File: src/rtl/mem_arbiter.sv
// mem_arbiter: shares one single-ported unified memory between the instruction
// fetch port (if_*) and the load/store port (dm_*). Each access runs as a
// sequence: grant (IDLE) -> one-cycle strobe (ACCESS) -> fixed-latency wait
// (WAIT) -> registered response pulse (RESP).
//
// Optional feature macro: MEM_ARB_RR_EN
//   defined   : round-robin arbitration with a one-bit last-granted pointer
//   undefined : fixed priority, dm beats if
//
// Ports:
//   clk, rst                 clock (rising edge), async active-high reset
//   if_req/if_addr           fetch request and byte address
//   if_gnt                   fetch grant (combinational, IDLE only)
//   if_rvalid/if_rdata       fetch response pulse and held read data
//   dm_req/dm_we/dm_wstrb    data request, write flag, byte enables
//   dm_addr/dm_wdata         data byte address and write data
//   dm_gnt                   data grant (combinational, IDLE only)
//   dm_rvalid/dm_rdata       data response pulse and held read data (0 for writes)
//   mem_en/mem_we/mem_wstrb  memory strobe, write enable, byte enables (registered)
//   mem_addr/mem_wdata       word-aligned address and write data (registered)
//   mem_rdata                memory read data
//   busy                     high whenever the sequencer is not in IDLE
module mem_arbiter #(
  parameter int unsigned WORD_LEN = 32,
  parameter int unsigned ADDR_W   = 32,
  parameter int unsigned MEM_LAT  = 1
) (
  input  logic                clk,
  input  logic                rst,
  input  logic                if_req,
  input  logic [ADDR_W-1:0]   if_addr,
  output logic                if_gnt,
  output logic                if_rvalid,
  output logic [WORD_LEN-1:0] if_rdata,
  input  logic                dm_req,
  input  logic                dm_we,
  input  logic [3:0]          dm_wstrb,
  input  logic [ADDR_W-1:0]   dm_addr,
  input  logic [WORD_LEN-1:0] dm_wdata,
  output logic                dm_gnt,
  output logic                dm_rvalid,
  output logic [WORD_LEN-1:0] dm_rdata,
  output logic                mem_en,
  output logic                mem_we,
  output logic [3:0]          mem_wstrb,
  output logic [ADDR_W-1:0]   mem_addr,
  output logic [WORD_LEN-1:0] mem_wdata,
  input  logic [WORD_LEN-1:0] mem_rdata,
  output logic                busy
);

  localparam int unsigned CNT_W = 4;

  typedef enum logic [1:0] {IDLE, ACCESS, WAIT, RESP} state_e;

  // Reject latencies the 4-bit counter cannot represent.
  if (MEM_LAT < 1 || MEM_LAT > 15) begin : g_lat_check
    $error("mem_arbiter: MEM_LAT=%0d is outside the legal range 1..15", MEM_LAT);
  end

  state_e              state_q, state_d;
  logic [CNT_W-1:0]    cnt_q, cnt_d;
  logic                win_dm_q, win_dm_d;
  logic                we_q, we_d;
  logic                mem_en_q, mem_en_d;
  logic                mem_we_q, mem_we_d;
  logic [3:0]          mem_wstrb_q, mem_wstrb_d;
  logic [ADDR_W-1:0]   mem_addr_q, mem_addr_d;
  logic [WORD_LEN-1:0] mem_wdata_q, mem_wdata_d;
  logic                if_rvalid_q, if_rvalid_d;
  logic                dm_rvalid_q, dm_rvalid_d;
  logic [WORD_LEN-1:0] if_rdata_q, if_rdata_d;
  logic [WORD_LEN-1:0] dm_rdata_q, dm_rdata_d;
  logic                busy_q, busy_d;
  logic                pick_dm_c;
  logic                idle_c;

  // Grants exist only in IDLE and are held off while reset is asserted.
  assign idle_c = (state_q == IDLE) & ~rst;

`ifdef MEM_ARB_RR_EN
  logic last_dm_q, last_dm_d;

  // On a conflict the port that was not granted last wins.
  assign pick_dm_c = dm_req & (~if_req | ~last_dm_q);
  assign last_dm_d = dm_gnt ? 1'b1 : (if_gnt ? 1'b0 : last_dm_q);
`else
  assign pick_dm_c = dm_req;
`endif

  assign dm_gnt = idle_c & pick_dm_c;
  assign if_gnt = idle_c & if_req & ~pick_dm_c;

  // Next-state and registered-output logic.
  always_comb begin
    state_d     = state_q;
    cnt_d       = cnt_q;
    win_dm_d    = win_dm_q;
    we_d        = we_q;
    mem_en_d    = 1'b0;
    mem_we_d    = 1'b0;
    mem_wstrb_d = 4'b0000;
    mem_addr_d  = '0;
    mem_wdata_d = '0;
    if_rvalid_d = 1'b0;
    dm_rvalid_d = 1'b0;
    if_rdata_d  = if_rdata_q;
    dm_rdata_d  = dm_rdata_q;

    case (state_q)
      IDLE: begin
        // The memory port registers are loaded straight from the winner's
        // fields so they are valid during the ACCESS cycle.
        if (dm_gnt) begin
          win_dm_d    = 1'b1;
          we_d        = dm_we;
          mem_en_d    = 1'b1;
          mem_we_d    = dm_we;
          mem_wstrb_d = dm_we ? dm_wstrb : 4'b0000;
          mem_addr_d  = dm_addr & ~ADDR_W'(3);
          mem_wdata_d = dm_we ? dm_wdata : '0;
          state_d     = ACCESS;
        end else if (if_gnt) begin
          win_dm_d    = 1'b0;
          we_d        = 1'b0;
          mem_en_d    = 1'b1;
          mem_addr_d  = if_addr & ~ADDR_W'(3);
          state_d     = ACCESS;
        end
      end
      ACCESS: begin
        cnt_d   = CNT_W'(MEM_LAT);
        state_d = WAIT;
      end
      WAIT: begin
        cnt_d = cnt_q - CNT_W'(1);
        // Last wait cycle: capture the response and raise the pulse for RESP.
        if (cnt_q == CNT_W'(1)) begin
          if (win_dm_q) begin
            dm_rdata_d  = we_q ? '0 : mem_rdata;
            dm_rvalid_d = 1'b1;
          end else begin
            if_rdata_d  = mem_rdata;
            if_rvalid_d = 1'b1;
          end
          state_d = RESP;
        end
      end
      RESP: begin
        state_d = IDLE;
      end
      default: begin
        state_d = IDLE;
      end
    endcase

    busy_d = (state_d != IDLE);
  end

  // State and output registers.
  always_ff @(posedge clk or posedge rst) begin
    if (rst) begin
      state_q     <= IDLE;
      cnt_q       <= '0;
      win_dm_q    <= 1'b0;
      we_q        <= 1'b0;
      mem_en_q    <= 1'b0;
      mem_we_q    <= 1'b0;
      mem_wstrb_q <= 4'b0000;
      mem_addr_q  <= '0;
      mem_wdata_q <= '0;
      if_rvalid_q <= 1'b0;
      dm_rvalid_q <= 1'b0;
      if_rdata_q  <= '0;
      dm_rdata_q  <= '0;
      busy_q      <= 1'b0;
`ifdef MEM_ARB_RR_EN
      last_dm_q   <= 1'b0;
`endif
    end else begin
      state_q     <= state_d;
      cnt_q       <= cnt_d;
      win_dm_q    <= win_dm_d;
      we_q        <= we_d;
      mem_en_q    <= mem_en_d;
      mem_we_q    <= mem_we_d;
      mem_wstrb_q <= mem_wstrb_d;
      mem_addr_q  <= mem_addr_d;
      mem_wdata_q <= mem_wdata_d;
      if_rvalid_q <= if_rvalid_d;
      dm_rvalid_q <= dm_rvalid_d;
      if_rdata_q  <= if_rdata_d;
      dm_rdata_q  <= dm_rdata_d;
      busy_q      <= busy_d;
`ifdef MEM_ARB_RR_EN
      last_dm_q   <= last_dm_d;
`endif
    end
  end

  assign mem_en    = mem_en_q;
  assign mem_we    = mem_we_q;
  assign mem_wstrb = mem_wstrb_q;
  assign mem_addr  = mem_addr_q;
  assign mem_wdata = mem_wdata_q;
  assign if_rvalid = if_rvalid_q;
  assign dm_rvalid = dm_rvalid_q;
  assign if_rdata  = if_rdata_q;
  assign dm_rdata  = dm_rdata_q;
  assign busy      = busy_q;

endmodule

File: config.mk
export PLATFORM = sky130hd
export DESIGN_NAME = mem_arbiter
export DESIGN_NICKNAME = d
export VERILOG_FILES = /design/src/rtl/mem_arbiter.sv
export SDC_FILE = /design/constraint.sdc
export NUM_CORES = 1
export LEC_CHECK = 0
export CAP_MARGIN = 20
export CORE_ASPECT_RATIO = 0.75
export CORE_MARGIN = 2
export CORE_UTILIZATION = 40
export DETAILED_ROUTE_END_ITERATION = 12
export DONT_BUFFER_PORTS = 1
export GPL_TIMING_DRIVEN = 0
export PLACE_DENSITY = 0.61
export SETUP_SLACK_MARGIN = 0.1
export SKIP_LAST_GASP = 1
export SYNTH_ARGS = -nofsm -noshare
export SYNTH_HDL_FRONTEND = slang
export SYNTH_SLANG_ARGS = --single-unit
File: constraint.sdc
create_clock -name clk -period 6.4 [get_ports clk]
set_clock_uncertainty 0.05 [all_clocks]
set_input_delay 0.64 -clock clk [delete_from_list [all_inputs] [get_ports clk]]
set_output_delay 0.64 -clock clk [all_outputs]
set_load 0.1 [all_outputs]
# Word-level counts from Yosys, hierarchy flattened

Index checks and enable logic that the tools add are counted.
W data, S select, Z words.

Bits in registers: 145
Output and inout bits: 139
Logic and storage cells: 62

Add/sub/neg operators: 1
Equality and inequality tests: 4
Multiplexer cells: 29
Bitwise logic cells: 7
Reduce and logical (&&, ||, !) cells: 7

Operator list:

| kind                  | number |
|---|---|
| $mux W32              | 7 |
| $mux W1               | 14 |
| $mux W4               | 3 |
| $pmux W2 S4           | 1 |
| $pmux W4 S2           | 1 |
| $mux W2               | 3 |
| $reduce_and A3 Y1     | 2 |
| $reduce_bool A2 Y1    | 3 |
| $and A1 B1 Y1         | 4 |
| $eq A2 B2 Y1 const B  | 2 |
| $eq A4 B1 Y1 const B  | 1 |
| $sub A4 B1 Y4 const B | 1 |
| $not A1 Y1            | 3 |
| $eq A2 B1 Y1 const B  | 1 |
| $logic_not A2 Y1      | 1 |
| $reduce_and A2 Y1     | 1 |

# Longest topological paths before layout

Word-level depth: 8
Mapped depth: 7
Depth with buffers taken out: 5

# Worst setup path after synthesis

OpenSTA, ideal clock, no wires.

Kind: input-to-output
Start: in rst
End: out dm_gnt
Arrival time: 1.671 ns
Required time: 5.710 ns
Slack: 4.039 ns
Cell stages on the path: 4
Buffers on the path: 3
Cell sequence: and3b_1 > clkbuf_1 > buf_2 > buf_2

Longest elaborated chain between the ends: 3

RTL lines:

| item          | RTL line | RTL |
|---|---|---|
| from (decl)   | 29       | `input logic rst,` |
| $not A1 Y1    | 79       | `assign idle_c = (state_q == IDLE) & ~rst;` |
| $and A1 B1 Y1 | 79       |  |
| $and A1 B1 Y1 | 91       | `assign dm_gnt = idle_c & pick_dm_c;` |
| to (decl)     | 40       | `output logic dm_gnt,` |

Every way passes these cells.

# Final worst setup path

Start: reg state_q[0]
End: out dm_gnt

Longest elaborated chain between the ends: 3

RTL lines:

| item                   | RTL line | RTL |
|---|---|---|
| from (decl)            | 61       | `state_e state_q, state_d;` |
| from (signal assigned) | 181      | `state_q <= state_d;` |
| $logic_not A2 Y1       | 79       |  |
| $and A1 B1 Y1          | 79       |  |
| $and A1 B1 Y1          | 91       |  |

Every way passes these cells.

==> results.txt <==
The first global-routing pass estimated 19560 um of wire. The worst setup timing slack at the placement stage came out at 3.608 ns. For this configuration, the core starts out at a cell density of 40.88%. The count of clock tree sinks came out at 143. The overall die height came out at 106.3 um. The met1 layer wirelength in the final routing came out at 4654 um. The worst-case clock buffer depth came out at 2. The run finished with clean final reports. The netlist area before placement came out at 5583 um^2. Sorting the synthesized cells by area gives the leading types as sky130_fd_sc_hd__dfrtp_1 64%, sky130_fd_sc_hd__mux2_4 7.8%, sky130_fd_sc_hd__mux2_2 7.1%. The weighted congestion at the end of routability-driven global placement is 0.8080. After routing the design area is 6486 um^2. The clock period minus worst slack came out at 3.170 ns.

Synthesis produced a netlist whose cell count is 376. The average cell area after synthesis came out at 14.85 um^2. The top-level port count is 276. Signal routing reaches up to met4. The share of the clock period used by the worst path after layout is 49.54%.

The post-detailed-route wirelength per cell came out at 22.24 um. The via count of the first global-routing pass was 3213. The category of the worst setup path capture point is a primary output. In the layout the commonest cells are 143 x sky130_fd_sc_hd__dfrtp_1, 38 x sky130_fd_sc_hd__and3_1, 35 x sky130_fd_sc_hd__mux2_2. The number of distinct library cells after synthesis is 32. At the later pin of the worst-skew pair, clock insertion delay measures 0.41 ns. The fraction of final layout cells sized beyond drive strength 1 is 27.21%. The via total after detailed routing came out at 3080. Final hold analysis gives a worst-case slack of 0.1043 ns.

The number of cells on the worst reg-to-reg path is 7. The number of slew-limit violations in the final report came to 0. The worst setup path is of the reg -> out kind. Of all cell types, the one taking the most synthesized area is sky130_fd_sc_hd__dfrtp_1. The capture point of the worst reg-to-reg path is mem_wdata[26]$_DFF_PP0_.

The count of yosys warnings during synthesis is 0. The growth of design area from synthesis to finish came out at 16.18%. The routed via count divided by cell count came out at 5.238. The number of register bits inferred by synthesis is 143. The proportion of synthesized chip area in sequential cells is 64.10%. The detailed router finished its first iteration with 111 violations. TritonCTS built the clock tree. The actual transition at the worst max-transition pin came out at 0.9606 ns. The die extent in x came out at 140.4 um.

The post-cts repair resize count is 0. The worst register-to-register path begins at state_q[0]$_DFF_PP0_. The post-CTS clock slew at the launch and capture registers of the worst setup and hold paths is 0.06 ns. The post-detailed-placement half-perimeter wirelength is 9936 um. The placed standard-cell area is 5838 um^2. The buffer count from post-CTS setup fixing came out at 0. The first-pass iteration count of the detailed router is 4.

The data arrival time at the worst-slack endpoint is 2.48 ns. The total overflow left after global routing is 0. For this run, the top clock speed supported by timing is 315.4 MHz. The reg-to-reg setup timing slack is 3.93 ns.

The H-tree was split into 4 levels. For this run, design rule violations remaining after detail routing come to 0. The routed design uses 6661 um of met2 wire. After clock tree synthesis, the flow added hold-fix buffers numbering 0. The final-layout setup total negative slack came out at 0 ns. Setup violations remaining at the end of the flow were counted as 0. The final layout net count came out at 539. The number of maximum-capacitance constraint violations came out at 0. The total global routing track utilization is 17.93%. The number of cell rows is 37. Wire segments on met3 add up to 1427 um in the final route. The core outline area came out at 13660 um^2. In this run the clock root is driven by a sky130_fd_sc_hd__clkbuf_16.

STA puts the critical path data required time at 5.71 ns. The worst max-slew margin expressed relative to the limit came out at 36.00%. The count of final hold-check violations came out at 0. The number of antenna violations at the first check in global routing came out at 5. In this run the worst path has a maximum fanout of 10.

Tracing the worst setup path back leads to its startpoint at state_q[0]$_DFF_PP0_. The area share of the leading cell type in the synthesized netlist came out at 64.10%. The largest net degree at the start of global routing came out at 81.

Counting the buffers created by CTS gives 17. Setup repair after global routing left no endpoint under its margin. The count of antenna-violating nets left after detailed routing is 0. The worst-case setup margin in the final layout came out at 3.230 ns. The count of buffers added on input and output ports is 0. Summed over all layers, the routed wires come to 13080 um.

The tightest min-delay check is of the in -> async type. The number of fillers in the final layout came out at 1176. Leaving out fill and tap cells, the most frequent cell in the layout is sky130_fd_sc_hd__dfrtp_1. The die area is 14930 um^2. The worst setup path is launched from a register.
layer usage:
metal / GRT usage [%] / vias up
li1: - / 1355
met1: 19.61 / 1528
met2: 29.41 / 175
met3: 9.595 / 22
met4: 7.215 / 0
met5: 0 / -
per-stage QoR:
step	utilization, %	std cells
after global placement	42.51	552
after floorplan	-	377
after CTS	47.40	583
after detailed placement	42.75	553
final	47.49	588
after global routing	47.49	588
state kept, by name, indices dropped and copies added (netlist names):
| name | cells |
|---|---|
| busy | 1 |
| cnt_q | 4 |
| dm_rdata | 32 |
| dm_rvalid | 1 |
| if_rdata | 32 |
| if_rvalid | 1 |
| mem_addr | 30 |
| mem_en | 1 |
| mem_wdata | 32 |
| mem_we | 1 |
| mem_wstrb | 4 |
| state_q | 2 |
| we_q | 1 |
| win_dm_q | 1 |
final cells by class:
class	instances	area (um^2)	area share, %
flip-flops and latches	143	3578	55.17
multi-input cells	199	1783	27.49
clock buffers	17	425.4	6.559
well taps	175	219.0	3.376
clock inverters	13	210.2	3.241
plain buffers	27	195.2	3.009
inverters	8	35.03	0.5401
repair buffers	1	27.53	0.4244
diodes	5	12.51	0.1929
worst max-delay path by stage:
stage / endpoint / slack, ns / cells past startpoint
after global routing: dm_gnt / 3.00 / 6
after global placement: dm_rdata[14]$_DFFE_PP0P_ / 0.52 / 1
final: dm_gnt / 3.23 / 6
after floorplan: busy$_DFF_PP0_ / 1.87 / 1
after detailed placement: dm_gnt / 3.61 / 6
after CTS: dm_gnt / 3.15 / 6
critical path, cell delays in order, from the launching register on:
cell and delay [ns]:
sky130_fd_sc_hd__dfrtp_1 0.39, sky130_fd_sc_hd__inv_1 0.14, sky130_fd_sc_hd__ha_1 0.19, sky130_fd_sc_hd__and3b_1 0.16, sky130_fd_sc_hd__clkbuf_1 0.30, sky130_fd_sc_hd__buf_2 0.29
sky130_fd_sc_hd__buf_2 0.57
cells by family after synthesis:
family	share of synthesized area, %
compound gates	5.984
fa+ha+maj	1.121
buf+inv	4.034
flops	64.10
mux	14.86
other cells	0.06717
simple gates	9.839
synth_stat cells:
library cell,n
sky130_fd_sc_hd__conb_1,1
sky130_fd_sc_hd__and3_1,38
sky130_fd_sc_hd__and2_1,1
sky130_fd_sc_hd__and4bb_4,1
sky130_fd_sc_hd__buf_4,2
sky130_fd_sc_hd__mux2_2,35
sky130_fd_sc_hd__buf_12,3
sky130_fd_sc_hd__a22o_1,30
sky130_fd_sc_hd__nand3b_1,1
sky130_fd_sc_hd__a2bb2oi_1,1
sky130_fd_sc_hd__nand2_1,2
sky130_fd_sc_hd__nor2_1,1
sky130_fd_sc_hd__ha_1,5
sky130_fd_sc_hd__a311oi_1,1
sky130_fd_sc_hd__o21ai_0,5
sky130_fd_sc_hd__inv_1,8
sky130_fd_sc_hd__buf_2,4
sky130_fd_sc_hd__nor3_1,2
sky130_fd_sc_hd__mux2_4,29
sky130_fd_sc_hd__buf_6,3
sky130_fd_sc_hd__nand3_1,2
sky130_fd_sc_hd__clkbuf_1,14
sky130_fd_sc_hd__and3b_1,2
sky130_fd_sc_hd__nor2b_1,34
sky130_fd_sc_hd__nor4_1,1
sky130_fd_sc_hd__a21o_1,2
sky130_fd_sc_hd__clkbuf_8,1
sky130_fd_sc_hd__and2b_1,1
sky130_fd_sc_hd__nand2_2,1
sky130_fd_sc_hd__a221oi_1,1
sky130_fd_sc_hd__a21oi_1,1
sky130_fd_sc_hd__dfrtp_1,143
Power is not shown: default switching activity piles up to over one toggle a cycle in this logic, so the estimate is an artifact.
